--- src/rtl/uart_stim_tx.sv ---
// 8N1 UART transmitter: bytes enter a small FIFO over valid/ready and are
// serialised LSB-first at CLK_DIV clocks per bit. Line idles high.
module uart_stim_tx #(
  parameter int CLK_DIV    = 278,
  parameter int FIFO_DEPTH = 4,
  parameter int STOP_BITS  = 1
) (
  input  logic       sys_clk,
  input  logic       sys_rst_n,
  input  logic [7:0] tx_data,
  input  logic       tx_valid,
  output logic       tx_ready,
  output logic       serial_tx,
  output logic       busy,
  output logic       tx_done
);

  localparam int AW = $clog2(FIFO_DEPTH);
  localparam int DW = $clog2(CLK_DIV);
  localparam logic [DW-1:0] DIV_LAST  = DW'(CLK_DIV - 1);
  localparam logic [AW:0]   FULL_CNT  = (AW+1)'(FIFO_DEPTH);
  localparam logic [2:0]    STOP_LAST = 3'(STOP_BITS - 1);

  typedef enum logic [1:0] {IDLE = 2'd0, START = 2'd1, DATA = 2'd2, STOP = 2'd3} state_e;

  state_e          state_q, state_d;
  logic [DW-1:0]   div_q, div_d;
  logic [2:0]      bit_q, bit_d;
  logic [7:0]      shift_q, shift_d;
  logic            tx_q, tx_d;
  logic            done_q, done_d;
  logic            ready_q, ready_d;
  logic            busy_q, busy_d;
  logic [AW-1:0]   wr_ptr_q, wr_ptr_d;
  logic [AW-1:0]   rd_ptr_q, rd_ptr_d;
  logic [AW:0]     cnt_q, cnt_d;
  logic [7:0]      mem_q [FIFO_DEPTH];

  logic            push_s;
  logic            pop_s;
  logic            bound_s;
  logic            fifo_ne_s;

  assign push_s    = tx_valid & ready_q;
  assign bound_s   = (div_q == DIV_LAST);
  assign fifo_ne_s = (cnt_q != '0);

  // Frame sequencer; the line level and tx_done are derived from the next state
  // so that both come straight out of flops.
  always_comb begin
    state_d = state_q;
    div_d   = div_q;
    bit_d   = bit_q;
    shift_d = shift_q;
    pop_s   = 1'b0;
    case (state_q)
      IDLE: begin
        if (fifo_ne_s) begin
          pop_s   = 1'b1;
          shift_d = mem_q[rd_ptr_q];
          state_d = START;
          div_d   = '0;
          bit_d   = 3'd0;
        end else begin
          state_d = IDLE;
        end
      end
      START: begin
        if (bound_s) begin
          state_d = DATA;
          div_d   = '0;
        end else begin
          div_d = div_q + DW'(1);
        end
      end
      DATA: begin
        if (bound_s) begin
          div_d   = '0;
          shift_d = shift_q >> 1;
          if (bit_q == 3'd7) begin
            state_d = STOP;
            bit_d   = 3'd0;
          end else begin
            bit_d = bit_q + 3'd1;
          end
        end else begin
          div_d = div_q + DW'(1);
        end
      end
      STOP: begin
        if (bound_s) begin
          div_d = '0;
          if (bit_q == STOP_LAST) begin
            bit_d = 3'd0;
            // Chain straight into the next frame when a byte is waiting.
            if (fifo_ne_s) begin
              pop_s   = 1'b1;
              shift_d = mem_q[rd_ptr_q];
              state_d = START;
            end else begin
              state_d = IDLE;
            end
          end else begin
            bit_d = bit_q + 3'd1;
          end
        end else begin
          div_d = div_q + DW'(1);
        end
      end
      default: begin
        state_d = IDLE;
        div_d   = '0;
        bit_d   = 3'd0;
      end
    endcase

    case (state_d)
      START:   tx_d = 1'b0;
      DATA:    tx_d = shift_d[0];
      default: tx_d = 1'b1;
    endcase
    done_d = (state_d == STOP) && (div_d == DIV_LAST) && (bit_d == STOP_LAST);
  end

  // FIFO pointer/occupancy update; a full FIFO never accepts, even when popping.
  always_comb begin
    wr_ptr_d = push_s ? (wr_ptr_q + AW'(1)) : wr_ptr_q;
    rd_ptr_d = pop_s  ? (rd_ptr_q + AW'(1)) : rd_ptr_q;
    case ({push_s, pop_s})
      2'b10:   cnt_d = cnt_q + (AW+1)'(1);
      2'b01:   cnt_d = cnt_q - (AW+1)'(1);
      default: cnt_d = cnt_q;
    endcase
    ready_d = (cnt_d != FULL_CNT);
    busy_d  = (state_d != IDLE) || (cnt_d != '0);
  end

  // Control and output registers.
  always_ff @(posedge sys_clk or negedge sys_rst_n) begin
    if (!sys_rst_n) begin
      state_q  <= IDLE;
      div_q    <= '0;
      bit_q    <= 3'd0;
      shift_q  <= 8'd0;
      tx_q     <= 1'b1;
      done_q   <= 1'b0;
      ready_q  <= 1'b1;
      busy_q   <= 1'b0;
      wr_ptr_q <= '0;
      rd_ptr_q <= '0;
      cnt_q    <= '0;
    end else begin
      state_q  <= state_d;
      div_q    <= div_d;
      bit_q    <= bit_d;
      shift_q  <= shift_d;
      tx_q     <= tx_d;
      done_q   <= done_d;
      ready_q  <= ready_d;
      busy_q   <= busy_d;
      wr_ptr_q <= wr_ptr_d;
      rd_ptr_q <= rd_ptr_d;
      cnt_q    <= cnt_d;
    end
  end

  // FIFO storage; contents are don't-care once the pointers are reset.
  always_ff @(posedge sys_clk) begin
    if (push_s) begin
      mem_q[wr_ptr_q] <= tx_data;
    end
  end

  assign tx_ready  = ready_q;
  assign serial_tx = tx_q;
  assign busy      = busy_q;
  assign tx_done   = done_q;

endmodule
--- config.mk ---
export PLATFORM = sky130hd
export DESIGN_NAME = uart_stim_tx
export DESIGN_NICKNAME = d
export VERILOG_FILES = /design/src/rtl/uart_stim_tx.sv
export SDC_FILE = /design/constraint.sdc
export NUM_CORES = 1
export LEC_CHECK = 0
export CAP_MARGIN = 30
export CORE_MARGIN = 4
export CORE_UTILIZATION = 54
export CTS_CLUSTER_DIAMETER = 100
export DETAILED_ROUTE_END_ITERATION = 10
export PLACE_DENSITY = 0.75
export SLEW_MARGIN = 20
export SYNTH_ARGS = -nofsm -noshare
export SYNTH_HDL_FRONTEND = slang
export SYNTH_SLANG_ARGS = --single-unit
--- constraint.sdc ---
create_clock -name sys_clk -period 2.6 [get_ports sys_clk]
set_input_delay 0.52 -clock sys_clk [delete_from_list [all_inputs] [get_ports sys_clk]]
set_output_delay 0.52 -clock sys_clk [all_outputs]
set_load 0.02 [all_outputs]
==> flow_metrics.env <==
export IMPL_finalPower_w=0.00375
export IMPL_r2r_worst_path_cells=10
export IMPL_max_cap_violations=0
export IMPL_clock_latency_ns=0.35
export IMPL_vdd_drop_max_mv=0.691
export IMPL_crit_type="reg2reg"
export IMPL_dieWidth_microns=84.2
export IMPL_finalHoldViolations=0
export IMPL_numCtsBuffers=9
export IMPL_num_rows=27
export IMPL_fin_util_pct=66.6
export IMPL_cts_tree="built"
export IMPL_htree_levels=3
export IMPL_grt_pass1_vias=2074
export IMPL_fin_crit_ns=2.50
export IMPL_p_leak_nw=1.52
export IMPL_fin_ws_ns=0.0981
export IMPL_synth_edf_count=32
export IMPL_drt_first_pass_iters=4
export IMPL_cp_start_kind="flop"
export IMPL_critPathRequiredTime_ns=2.83
export IMPL_gp_congestion=0.849
export IMPL_synth_seq_cells=65
export IMPL_syn_inst=245
export IMPL_io_buffer_count=14
export IMPL_setup_viol=0
export IMPL_coreArea_sq_um=5570
export IMPL_die_y_microns=84.2
export IMPL_cts_sinks=65
export IMPL_synth_flop_cell="edfxtp_1"
export IMPL_ys_async_sr_fraction_pct=50.8
export IMPL_synthToLayoutAreaGrowth_pct=18.4
export IMPL_slew_headroom_pct=64.3
export IMPL_synth_cell_types=50
export IMPL_skew_ns=0.00810
export IMPL_dp_hpwl_mm=4.23
export IMPL_syn_num_nets=273
export IMPL_synth_warnings=0
export IMPL_drive_above_1_share_pct=21.3
export IMPL_drtIter0Drc=137
export IMPL_clock_fmax_mhz=400
export IMPL_die_area_sq_um=7080
export IMPL_drcViolationCount=0
export IMPL_vias=2111
export IMPL_hold_class="reg2reg"
export IMPL_end_kind="flop"
export IMPL_grt_total_usage_pct=18.3
export IMPL_initial_utilization_pct=56.2
export IMPL_p_per_area_nw_per_um2=1010
export IMPL_cts_buffer_depth=2
export IMPL_seq_area_frac_synth_pct=57.1
export IMPL_vias_per_cell=5.90
export IMPL_wl_per_cell_microns=16.9
export IMPL_min_period_over_period_pct=96.2
export IMPL_ctsHoldBuffers=0
export IMPL_syn_area_sq_um=3130
export IMPL_clkTransAtPathRegs_ns=0.08
export IMPL_cts_root_buf="clkbuf_8"
export IMPL_fin_setup_tns_ns=0
export IMPL_grt_overflow_total=0
export IMPL_pin_count=15
export IMPL_cp_arrival_ns=2.73
export IMPL_pre_cts_slack_ns=0.0200
export IMPL_grt_max_degree=34
export IMPL_hold_depth=2
export IMPL_cp_max_fo=4
export IMPL_tightest_slew_ns=0.536
export IMPL_n_antenna_cell=0
export IMPL_run_status="completed"
export IMPL_ant_nets=0
export IMPL_syn_area_per_cell_sq_um=12.8
export IMPL_drv_slew=0
export IMPL_nets=309
export IMPL_antenna_found_initial=0
export IMPL_postRouteWirelength_mm=6.05
export IMPL_grt_first_pass_wirelength_mm=10.2
## path summary, 6_finish.rpt
check                                        from                endpoint  slack, ns
setup reg to reg               div_q[1]$_DFF_PN0_          busy$_DFF_PN0_        0.1
setup / recovery               div_q[1]$_DFF_PN0_          busy$_DFF_PN0_        0.1
max in group asynchronous               sys_rst_n     serial_tx$_DFF_PN1_       1.68
min in group asynchronous               sys_rst_n      div_q[2]$_DFF_PN0_       0.58
hold / removal             shift_q[7]$_DFFE_PN0P_  shift_q[7]$_DFFE_PN0P_       0.49
hold reg to reg            shift_q[7]$_DFFE_PN0P_  shift_q[7]$_DFFE_PN0P_       0.49
## power by group
group	leakage [nW]	switching, W	internal, W
registers	0.714	0.000185	0.00135
logic	0.699	0.000700	0.000622
clock network	0.103	0.000434	0.000460
## cells by family (layout without fill, tap and decap cells)
family / Yosys count / count (layout) / synth area share, %
muxes: 10 / 10 / 6.47
adders and majority gates: 17 / 17 / 7.03
DFF: 65 / 65 / 57.1
buffers and inverters: 18 / 59 / 2.48
and+or+nand+nor: 78 / 78 / 13.7
xor gates and xnor gates: 7 / 7 / 1.96
AOI/OAI and AO/OA: 50 / 50 / 11.3
## per-stage QoR
stage,hold WS [ns],cell area (sq um),std cells
floorplan,0.224,3130,245
detailed placement,0.481,3450,340
global route,0.533,3710,358
CTS,0.498,3650,356
finish,0.494,3710,358
global placement,0.463,3450,340
## area by class of cell
class / count / area, sq um
Multi-Input combinational cell: 162 / 1310
Timing Repair Buffer: 32 / 275
Tap cell: 72 / 90.1
Clock buffer: 9 / 124
Inverter: 11 / 41.3
Sequential cell: 65 / 1790
Fill cell: 427 / 1860
Clock inverter: 7 / 83.8
## synth_stat cells (all sizes together) (3+ instances only)
cell    instances  share of area (%)
nand2          29                3.6
xnor2           4                1.1
nand3           4               0.64
nor2           15                1.8
a22oi           4               0.96
o22ai           3               0.60
a21oi           7                1.5
dfrtp          31                 25
nand2b          5                1.0
ha             16                6.4
a32oi           3               0.84
a31oi           7                1.4
edfxtp         32                 31
clkbuf          4               0.48
and3            5                1.0
o31ai           6                1.4
buf             3               0.68
o21ai          10                1.6
xor2            3               0.84
nor3            3               0.48
inv            11                1.3
mux4            8                5.8
## placed cells by master, fill, tap and decap left out, drive strengths merged, types with 8 or more instances in the layout
| master | count |
|---|---|
| ha | 16 |
| nor2 | 15 |
| nand2 | 29 |
| clkdlybuf4s50 | 14 |
| buf | 18 |
| mux4 | 8 |
| inv | 15 |
| clkbuf | 9 |
| dfrtp | 31 |
| edfxtp | 32 |
| o21ai | 10 |
## repair_timing
action                     4_1_cts  5_1_grt
gates resized for setup          0        8
setup buffers                    0        2
setup endpoints to repair        0        2
## critical path, cell delays in order (launching register included)
cell and delay [ns]:
dfrtp_1 0.38, inv_1 0.08, ha_1 0.14, and4bb_4 0.27, a41oi_4 0.13, nor3_2 0.26, ha_2 0.23, fa_1 0.41
mux2_4 0.30, nor2_4 0.11, nand3b_1 0.07
## state kept, by name, indices dropped and copies added (netlist names), 2 cells and up
name      cells
mem_q        32
rd_ptr_q      2
bit_q         3
div_q         9
wr_ptr_q      2
shift_q       8
state_q       2
cnt_q         3
## routing by layer
metal	GRT usage [%]	part of all wire (%)	up-vias
li1	-	-	992
met1	24.7	45	1056
met2	29.0	49	52
met3	4.22	4.0	11
met4	7.02	1.8	0
met5	0	0	-
No activity file was read; power rests on OpenSTA's default activity.
